<file path="src/rtl/contador_seg.sv">
// Seconds counter for the digital clock chain: counts 0..MAX_SEG on a
// one-second tick derived from the input clock. On each wrap back to 0 it
// issues a registered, single-cycle minute carry (modifMin).
module contador_seg #(
  parameter int DIV     = 1,
  parameter int MAX_SEG = 59
) (
  input  logic       clock,
  input  logic       reset,
  output logic [5:0] segundos,
  output logic       modifMin
);

  // Prescaler width; a DIV of 1 still gets a 1-bit register that stays at 0.
  localparam int PW = (DIV > 1) ? $clog2(DIV) : 1;
  localparam logic [PW-1:0] PRESC_LAST = PW'(DIV - 1);
  localparam logic [5:0]    SEG_LAST   = 6'(MAX_SEG);

  logic [PW-1:0] presc;
  logic          tick;

  // The tick fires on the edge where the prescaler wraps; with DIV = 1 it is always high.
  always_comb begin
    tick = (presc == PRESC_LAST);
  end

  // Prescaler: counts 0..DIV-1 and restarts on each tick.
  always_ff @(posedge clock or posedge reset) begin
    if (reset) begin
      presc <= '0;
    end else if (tick) begin
      presc <= '0;
    end else begin
      presc <= presc + PW'(1);
    end
  end

  // Seconds register and carry. Any value at or above the last legal value,
  // including a corrupted one, wraps to 0 and pulses the carry.
  always_ff @(posedge clock or posedge reset) begin
    if (reset) begin
      segundos <= '0;
      modifMin <= 1'b0;
    end else if (tick) begin
      if (segundos >= SEG_LAST) begin
        segundos <= '0;
        modifMin <= 1'b1;
      end else begin
        segundos <= segundos + 6'd1;
        modifMin <= 1'b0;
      end
    end else begin
      modifMin <= 1'b0;
    end
  end

endmodule

</file>
<file path="config.mk">
export PLATFORM = sky130hd
export DESIGN_NAME = contador_seg
export DESIGN_NICKNAME = d
export VERILOG_FILES = /design/src/rtl/contador_seg.sv
export SDC_FILE = /design/constraint.sdc
export NUM_CORES = 1
export LEC_CHECK = 0
export ABC_AREA = 1
export CAP_MARGIN = 15
export CORE_AREA = 2 2 39 41
export DETAILED_ROUTE_END_ITERATION = 6
export DIE_AREA = 0 0 41 43
export PLACE_DENSITY_LB_ADDON = 0.05
export SLEW_MARGIN = 20
export SYNTH_ARGS = -nofsm -noshare
export SYNTH_HDL_FRONTEND = slang
export SYNTH_SLANG_ARGS = --single-unit
export TNS_END_PERCENT = 5
</file>
<file path="constraint.sdc">
create_clock -name clock -period 1.25 [get_ports clock]
set_input_delay 0.375 -clock clock [delete_from_list [all_inputs] [get_ports clock]]
set_output_delay 0.375 -clock clock [all_outputs]
set_load 0.02 [all_outputs]
</file>
### Word-level counts from Yosys, hierarchy flattened

Cells that the tools add are included.

* register bits: 8
* word-level logic and storage cells: 10

* add/subtract/negate cells: 2
* order comparisons: 1
* mux-type cells: 4

Operator list (number)
* $add A6 B1 Y6 const B: 1
* $ge A6 B6 Y1 const B: 1
* $mux W6: 1
* $mux W1: 3
* $add A1 B1 Y1 const B: 1

### Longest topological paths before layout

Gate-level depths: netlist (run 1).

* depth in word-level cells: 3
* mapped depth: 6
* mapped depth without buffers: 6

### Worst setup path after synthesis (run 1)

No wires, ideal clock.

* kind: register to register
* from: register segundos[0]
* to: register segundos[2]
* setup time: 0.080 ns
* arrival time: 1.085 ns
* required time: 1.170 ns
* path slack: 0.084 ns
* stages on the path, launching flop included: 5
* buffers on the path: 0
* period minus slack after synthesis: 1.166 ns
* cells stage by stage: dfrtp_1 ha_1 nor2_2 nor2_4 nor3_2

* word-level cells in the longest chain between the ends: 2
* elaborated cells between the ends (all ways): 3

Ends and longest elaborated chain
* from (decl): RTL line 10 `output logic [5:0] segundos,`
* from (signal assigned): RTL line 49 `segundos <= segundos + 6'd1;`
* $add A6 B1 Y6 / $ge A6 B6 Y1 (equally long branches): RTL line 49, 45
* $mux W6 (*): RTL line 45 `if (segundos >= SEG_LAST) begin`

Mark *: on every way between the ends. The rest lies on a longest branch, timed or not.
A chain may end at the register's enable or synchronous reset.

### Worst setup path in the final report (run 1)

* from: register modifMin
* to: output port modifMin

RTL lines
* from (decl): RTL line 11 `output logic modifMin`
* from (signal assigned): RTL line 43 `modifMin <= 1'b0;`
* from (signal assigned): RTL line 47 `modifMin <= 1'b1;`
* from (signal assigned): RTL line 50 `modifMin <= 1'b0;`

No word-level cell between the ends.

==> results of run 1 <==
[final cells by class]
type                       count  area share [%]
sequential                     7           37.04
clock buffer                   4           5.556
multi-input combinational     22           28.84
inverter                       5           3.968
tap                           16           4.233
timing repair buffer          14           20.37
[timing repair]
action	in CTS	in global routing
endpoints found under the setup margin	8	4
gates cloned	0	0
resized for setup	26	4
[power groups by stage]
stage,Clock [mW],Combinational [mW],Sequential (mW)
2_1_floorplan,0,0.00357,0.231
3_3_place_gp,0,0.00776,0.231
3_5_place_dp,0,0.00785,0.231
4_1_cts,0.208,0.00785,0.227
5_1_grt,0.226,0.00878,0.227
6_report,0.200,0.00722,0.227
[Yosys cell counts]
| library cell | instances |
|---|---|
| clkinv_1 | 1 |
| nor2_2 | 2 |
| inv_1 | 4 |
| nand3_2 | 1 |
| o21bai_1 | 1 |
| dfrtp_1 | 7 |
| a21oi_2 | 1 |
| nand3_1 | 2 |
| nand2_1 | 6 |
| o21ai_1 | 1 |
| nor2_4 | 1 |
| ha_1 | 1 |
| nor3_2 | 1 |
| nor2_1 | 5 |
[cells by family (layout without fill, tap and decap cells)]
kind of cell | count (synthesis) | count (layout) | synth area share (%)
fa+ha+maj | 1 | 1 | 3.875
buf+inv | 5 | 23 | 5.811
flops | 7 | 7 | 54.26
compound gates | 3 | 3 | 6.589
simple gates | 18 | 18 | 29.46
[metrics by stage]
stage / area, sq um / hold slack (ns) / instances / utilization [%]
6_report: 473.0 / 0.3490 / 68 / 34.18
5_1_grt: 473.0 / 0.3834 / 68 / 34.18
4_1_cts: 483.0 / 0.3600 / 68 / 34.90
3_5_place_dp: 467.9 / 0.5363 / 64 / 33.82
3_3_place_gp: 467.9 / 0.5355 / 64 / 33.82
2_1_floorplan: 322.8 / 0.1784 / 34 / -
[worst paths after layout]
path | from | end | slack [ns]
max | modifMin$_DFF_PP0_ | modifMin | 0.03
min in group clock | segundos[0]$_DFF_PP0_ | segundos[0]$_DFF_PP0_ | 0.53
min | reset | segundos[4]$_DFF_PP0_ | 0.35
max in group asynchronous | reset | segundos[0]$_DFF_PP0_ | 0.69
min reg2reg | segundos[0]$_DFF_PP0_ | segundos[0]$_DFF_PP0_ | 0.53
max reg2reg | segundos[0]$_DFF_PP0_ | segundos[2]$_DFF_PP0_ | 0.11
[sequential cells by signal, indices dropped and copies added (netlist names)]
| signal | cells |
|---|---|
| modifMin | 1 |
| segundos | 6 |
[per-layer routing]
layer  vias up  track usage (%)
met4         0            2.000
met2         7            13.13
met1       117            10.60
met3         0            8.901
li1        145                -
met5         -                0
[worst reg2reg max path, cell delays in order, from the launching register on]
cell and delay [ns]:
dfrtp_1 0.36, buf_4 0.14, ha_2 0.20, nor2_4 0.15
nor2_4 0.08, nor3_2 0.12
==> run metrics, run 1 <==
Fmax=822.2 MHz; sequential area share after synthesis=54.26%; Longest Clk Path Bufs=2; FF+latch count, synth=7; P per Cell Area=918.5 nW/um^2; H-tree depth=1; Syn Nets=37; Antenna Cells=0; setup TNS=0 ns; critical path cell sequence=clkdlybuf4s15_2; vias in the first global route=276; first-pass GRT wire length=1069 um; synthesized area per cell=9.494 sq um; Int Power=0.3514 mW; Layout fillers=148; Yosys Warn Count=0; Crit Path Class=reg -> out; GP Congestion=0.6764; post-route antenna net violation count=0; reg2reg path depth=5; CTS sink count=7; Final Hold Vio Count=0; first-pass detailed-route iteration total=1; CP endpoint kind=primary output; top cells by area, synth=dfrtp_1, nand2_1, nor2_1; post-DP HPWL=512.6 um; core footprint=1384 sq um; Yosys top cell area share=54.26%; Initial DRC Count=0; Skew-Pair Late Insertion Delay=0.25 ns; worst path buffer plus inverter count=1; area of the multi-input gates=136.4 sq um; Reg clk slew, reported paths=0.05 ns; number of post-CTS setup repair buffers=0; Clk pwr share=46.1%; Sw Pwr=0.08306 mW; met3 routed WL=55 um; IO Pins=9; Tcrit/Tclk final=97.30%; initial core utilization=23.33%; Worst Slack Setup Final=0.03378 ns; DRC=0; gr usage total=9.524%; Peak VDD IR=0.6649 mV; die width=41 um; nets@finish=56; Final Total Pwr=0.4344 mW; Critical Path Stages=1; worst slew pin tran=0.2567 ns; Worst slew margin=82.87%; Sw Share=19.12%; CTS Hold Bufs=0; total gr overflow=0; area grow syn2layout=46.51%; Comb pwr share=1.7%; most frequent cells in the layout=dfrtp_1, nand2_1, buf_2, buf_4, nor2_1; Largest stage delay, worst path=0.35 ns; largest net degree at the start of global routing=8; initial antenna violation count=0; DRT met1 WL=263 um; average wire per standard cell=9.235 um; top sig layer=met3; detailed-route via count=269; pre-CTS setup slack=-0.06264 ns; met2 wire length=309 um; Leak=0.2342 nW; layout cells sized above 1=46.15%; port bufs=8; crit start category=register; FP Rows=14; most common cell after layout, fill and taps aside=dfrtp_1; total CTS buffers=3; sequential share of power=52.2%; fin crit period=1.216 ns; final setup vio count=0; max cap viols=0; biggest area consumer among synthesized cells=dfrtp_1; Layout Skew=0.003729 ns; cell class contributing the biggest share of worst-path delay=flip-flops; CTS tree=done; die area=1763 sq um; crit path DAT=0.84 ns; Worst Path Max Fanout=1; status=finished, final reports clean; Post-Syn Instances=34; Die Ht=43 um; Hold Path Class=in -> async; slowest CP cell=dfrtp_1; Routed Wire Length=628 um; RSZ-0062 raised after global routing=false; post-synthesis instance area=322.8 sq um; Worst Path Required=0.88 ns; Netlist cell types=14; flip-flop and latch area=175.2 sq um; clock tree root buffer cell=clkbuf_4; Via density=3.956; Final Slew Violations=0
No activity file was read; power rests on OpenSTA's default activity.
==> run 2, diff against run 1 <==
Clock period 1.25 ns to 1.2 ns, I/O delays scaled along.
==> run metrics, run 2 (same netlist as run 1, synthesis figures left out) <==
flop2flop setup slack=0.07 ns; worst hold slack=0.3340 ns; IO Pins=9; Skew-Pair Late Insertion Delay=0.25 ns; GP Congestion=0.6764; CTS sink count=7; critical path cell sequence=buf_2; Sw Share=19.12%; FF-to-FF Start=segundos[0]$_DFF_PP0_; Comb pwr share=1.7%; top sig layer=met3; die area=1763 sq um; Clk pwr share=46.1%; CTS Hold Bufs=0; Largest register FFs=6; detailed-route via count=269; Leak=0.2361 nW; Top reg by flops=segundos; setup TNS=0 ns; DP Area=467.9 sq um; area grow syn2layout=44.57%; layout cells sized above 1=46.15%; Antenna Cells=0; Crit Path Class=reg -> out; post-route antenna net violation count=0; Final Slew Violations=0; Final Total Pwr=0.4525 mW; total CTS buffers=3; Fmax=874.8 MHz; CTS tree=done; worst slew pin tran=0.2567 ns; nets@finish=56; Worst Path Max Fanout=2; Routed Wire Length=629 um; sequential share of power=52.2%; fin cells=68; biggest regs=segundos x6, modifMin x1; Via density=3.956; largest net degree at the start of global routing=8; worst path buffer plus inverter count=1; total gr overflow=0; number of post-CTS setup repair buffers=0; Tcrit/Tclk final=95.26%; core footprint=1384 sq um; cell class contributing the biggest share of worst-path delay=flip-flops; die width=41 um; initial core utilization=23.33%; CP Launch Point=segundos[2]$_DFF_PP0_; FP Rows=14; RSZ-0062 raised after global routing=false; DRT met1 WL=264 um; Finished Cell Area=466.7 sq um; vias in the first global route=276; max cap viols=0; Worst Path Required=0.84 ns; Worst slew margin=82.87%; post-DP HPWL=512.6 um; clock tree root buffer cell=clkbuf_4; Sw Pwr=0.08652 mW; CP endpoint kind=primary output; Peak VDD IR=0.6926 mV; H-tree depth=1; DRC=0; port bufs=8; final setup vio count=0; crit path DAT=0.78 ns; Int Power=0.3660 mW; Largest stage delay, worst path=0.38 ns; fin crit period=1.143 ns; crit start category=register; first-pass GRT wire length=1083 um; status=finished, final reports clean; Critical Path Stages=1; first-pass detailed-route iteration total=1; average wire per standard cell=9.250 um; R2R Path End=segundos[4]$_DFF_PP0_; slowest CP cell=dfrtp_1; reg2reg path depth=7; Placed Instances=64; Initial DRC Count=0; gr usage total=9.625%; initial antenna violation count=0; Setup crit end=segundos[2]; Hold Path Class=in -> async; Layout Skew=0.003728 ns; Reg clk slew, reported paths=0.05 ns; Die Ht=43 um; P per Cell Area=969.6 nW/um^2; most frequent cells in the layout=dfrtp_1, buf_2, nand2_1, buf_4, nor2_1; met2 wire length=310 um; met3 routed WL=55 um; Final Hold Vio Count=0; Longest Clk Path Bufs=2
## run 2: changes by cell type in the layout (fill, tap and decap cells not counted)
cell and change:
buf_2 +1, clkdlybuf4s15_2 -1
## run 2: layout make-up
class | count | area (sq um)
Tap cell | 16 | 20.02
Multi-Input combinational cell | 22 | 136.4
Sequential cell | 7 | 175.2
Timing Repair Buffer | 14 | 90.09
Inverter | 5 | 18.77
Fill cell | 149 | 917.1
Clock buffer | 4 | 26.28
## run 2: how the worst min path moves through the flow
stage                       endpoint  slack, ns  depth (start not counted)
6_report       segundos[4]$_DFF_PP0_       0.33                          2
5_1_grt        segundos[4]$_DFF_PP0_       0.37                          2
4_1_cts           modifMin$_DFF_PP0_       0.34                          2
3_5_place_dp   segundos[0]$_DFF_PP0_       0.54                          2
3_3_place_gp   segundos[0]$_DFF_PP0_       0.54                          2
2_1_floorplan     modifMin$_DFF_PP0_       0.16                          1
## run 2: power by group through the flow
stage | Sequential [mW] | Combinational (mW) | Clock, mW
6_report | 0.236 | 0.00752 | 0.209
5_1_grt | 0.236 | 0.00914 | 0.235
4_1_cts | 0.236 | 0.00818 | 0.217
3_5_place_dp | 0.240 | 0.00818 | 0
3_3_place_gp | 0.240 | 0.00809 | 0
2_1_floorplan | 0.240 | 0.00372 | 0
## run 2: stage by stage
step / utilization (%) / setup WS, ns
after CTS: 33.73 / 0.002550
after detailed placement: 33.82 / -0.09764
final: 33.73 / 0.05693
after global routing: 33.73 / 0.003520
after global placement: 33.82 / -0.08888
after floorplan: - / 0.03444
## run 2: timing repair
item / in CTS / in global routing
setup endpoints to repair: 13 / 2
endpoints found under the hold margin: 0 / 0
pin swaps: 0 / 1
resized for setup: 30 / 1
## run 2: metal layers
metal  vias to the layer above  global-route usage, %
met2                         7                  13.13
met3                         0                  8.901
met1                       117                  10.93
met5                         -                      0
li1                        145                      -
met4                         0                  2.000
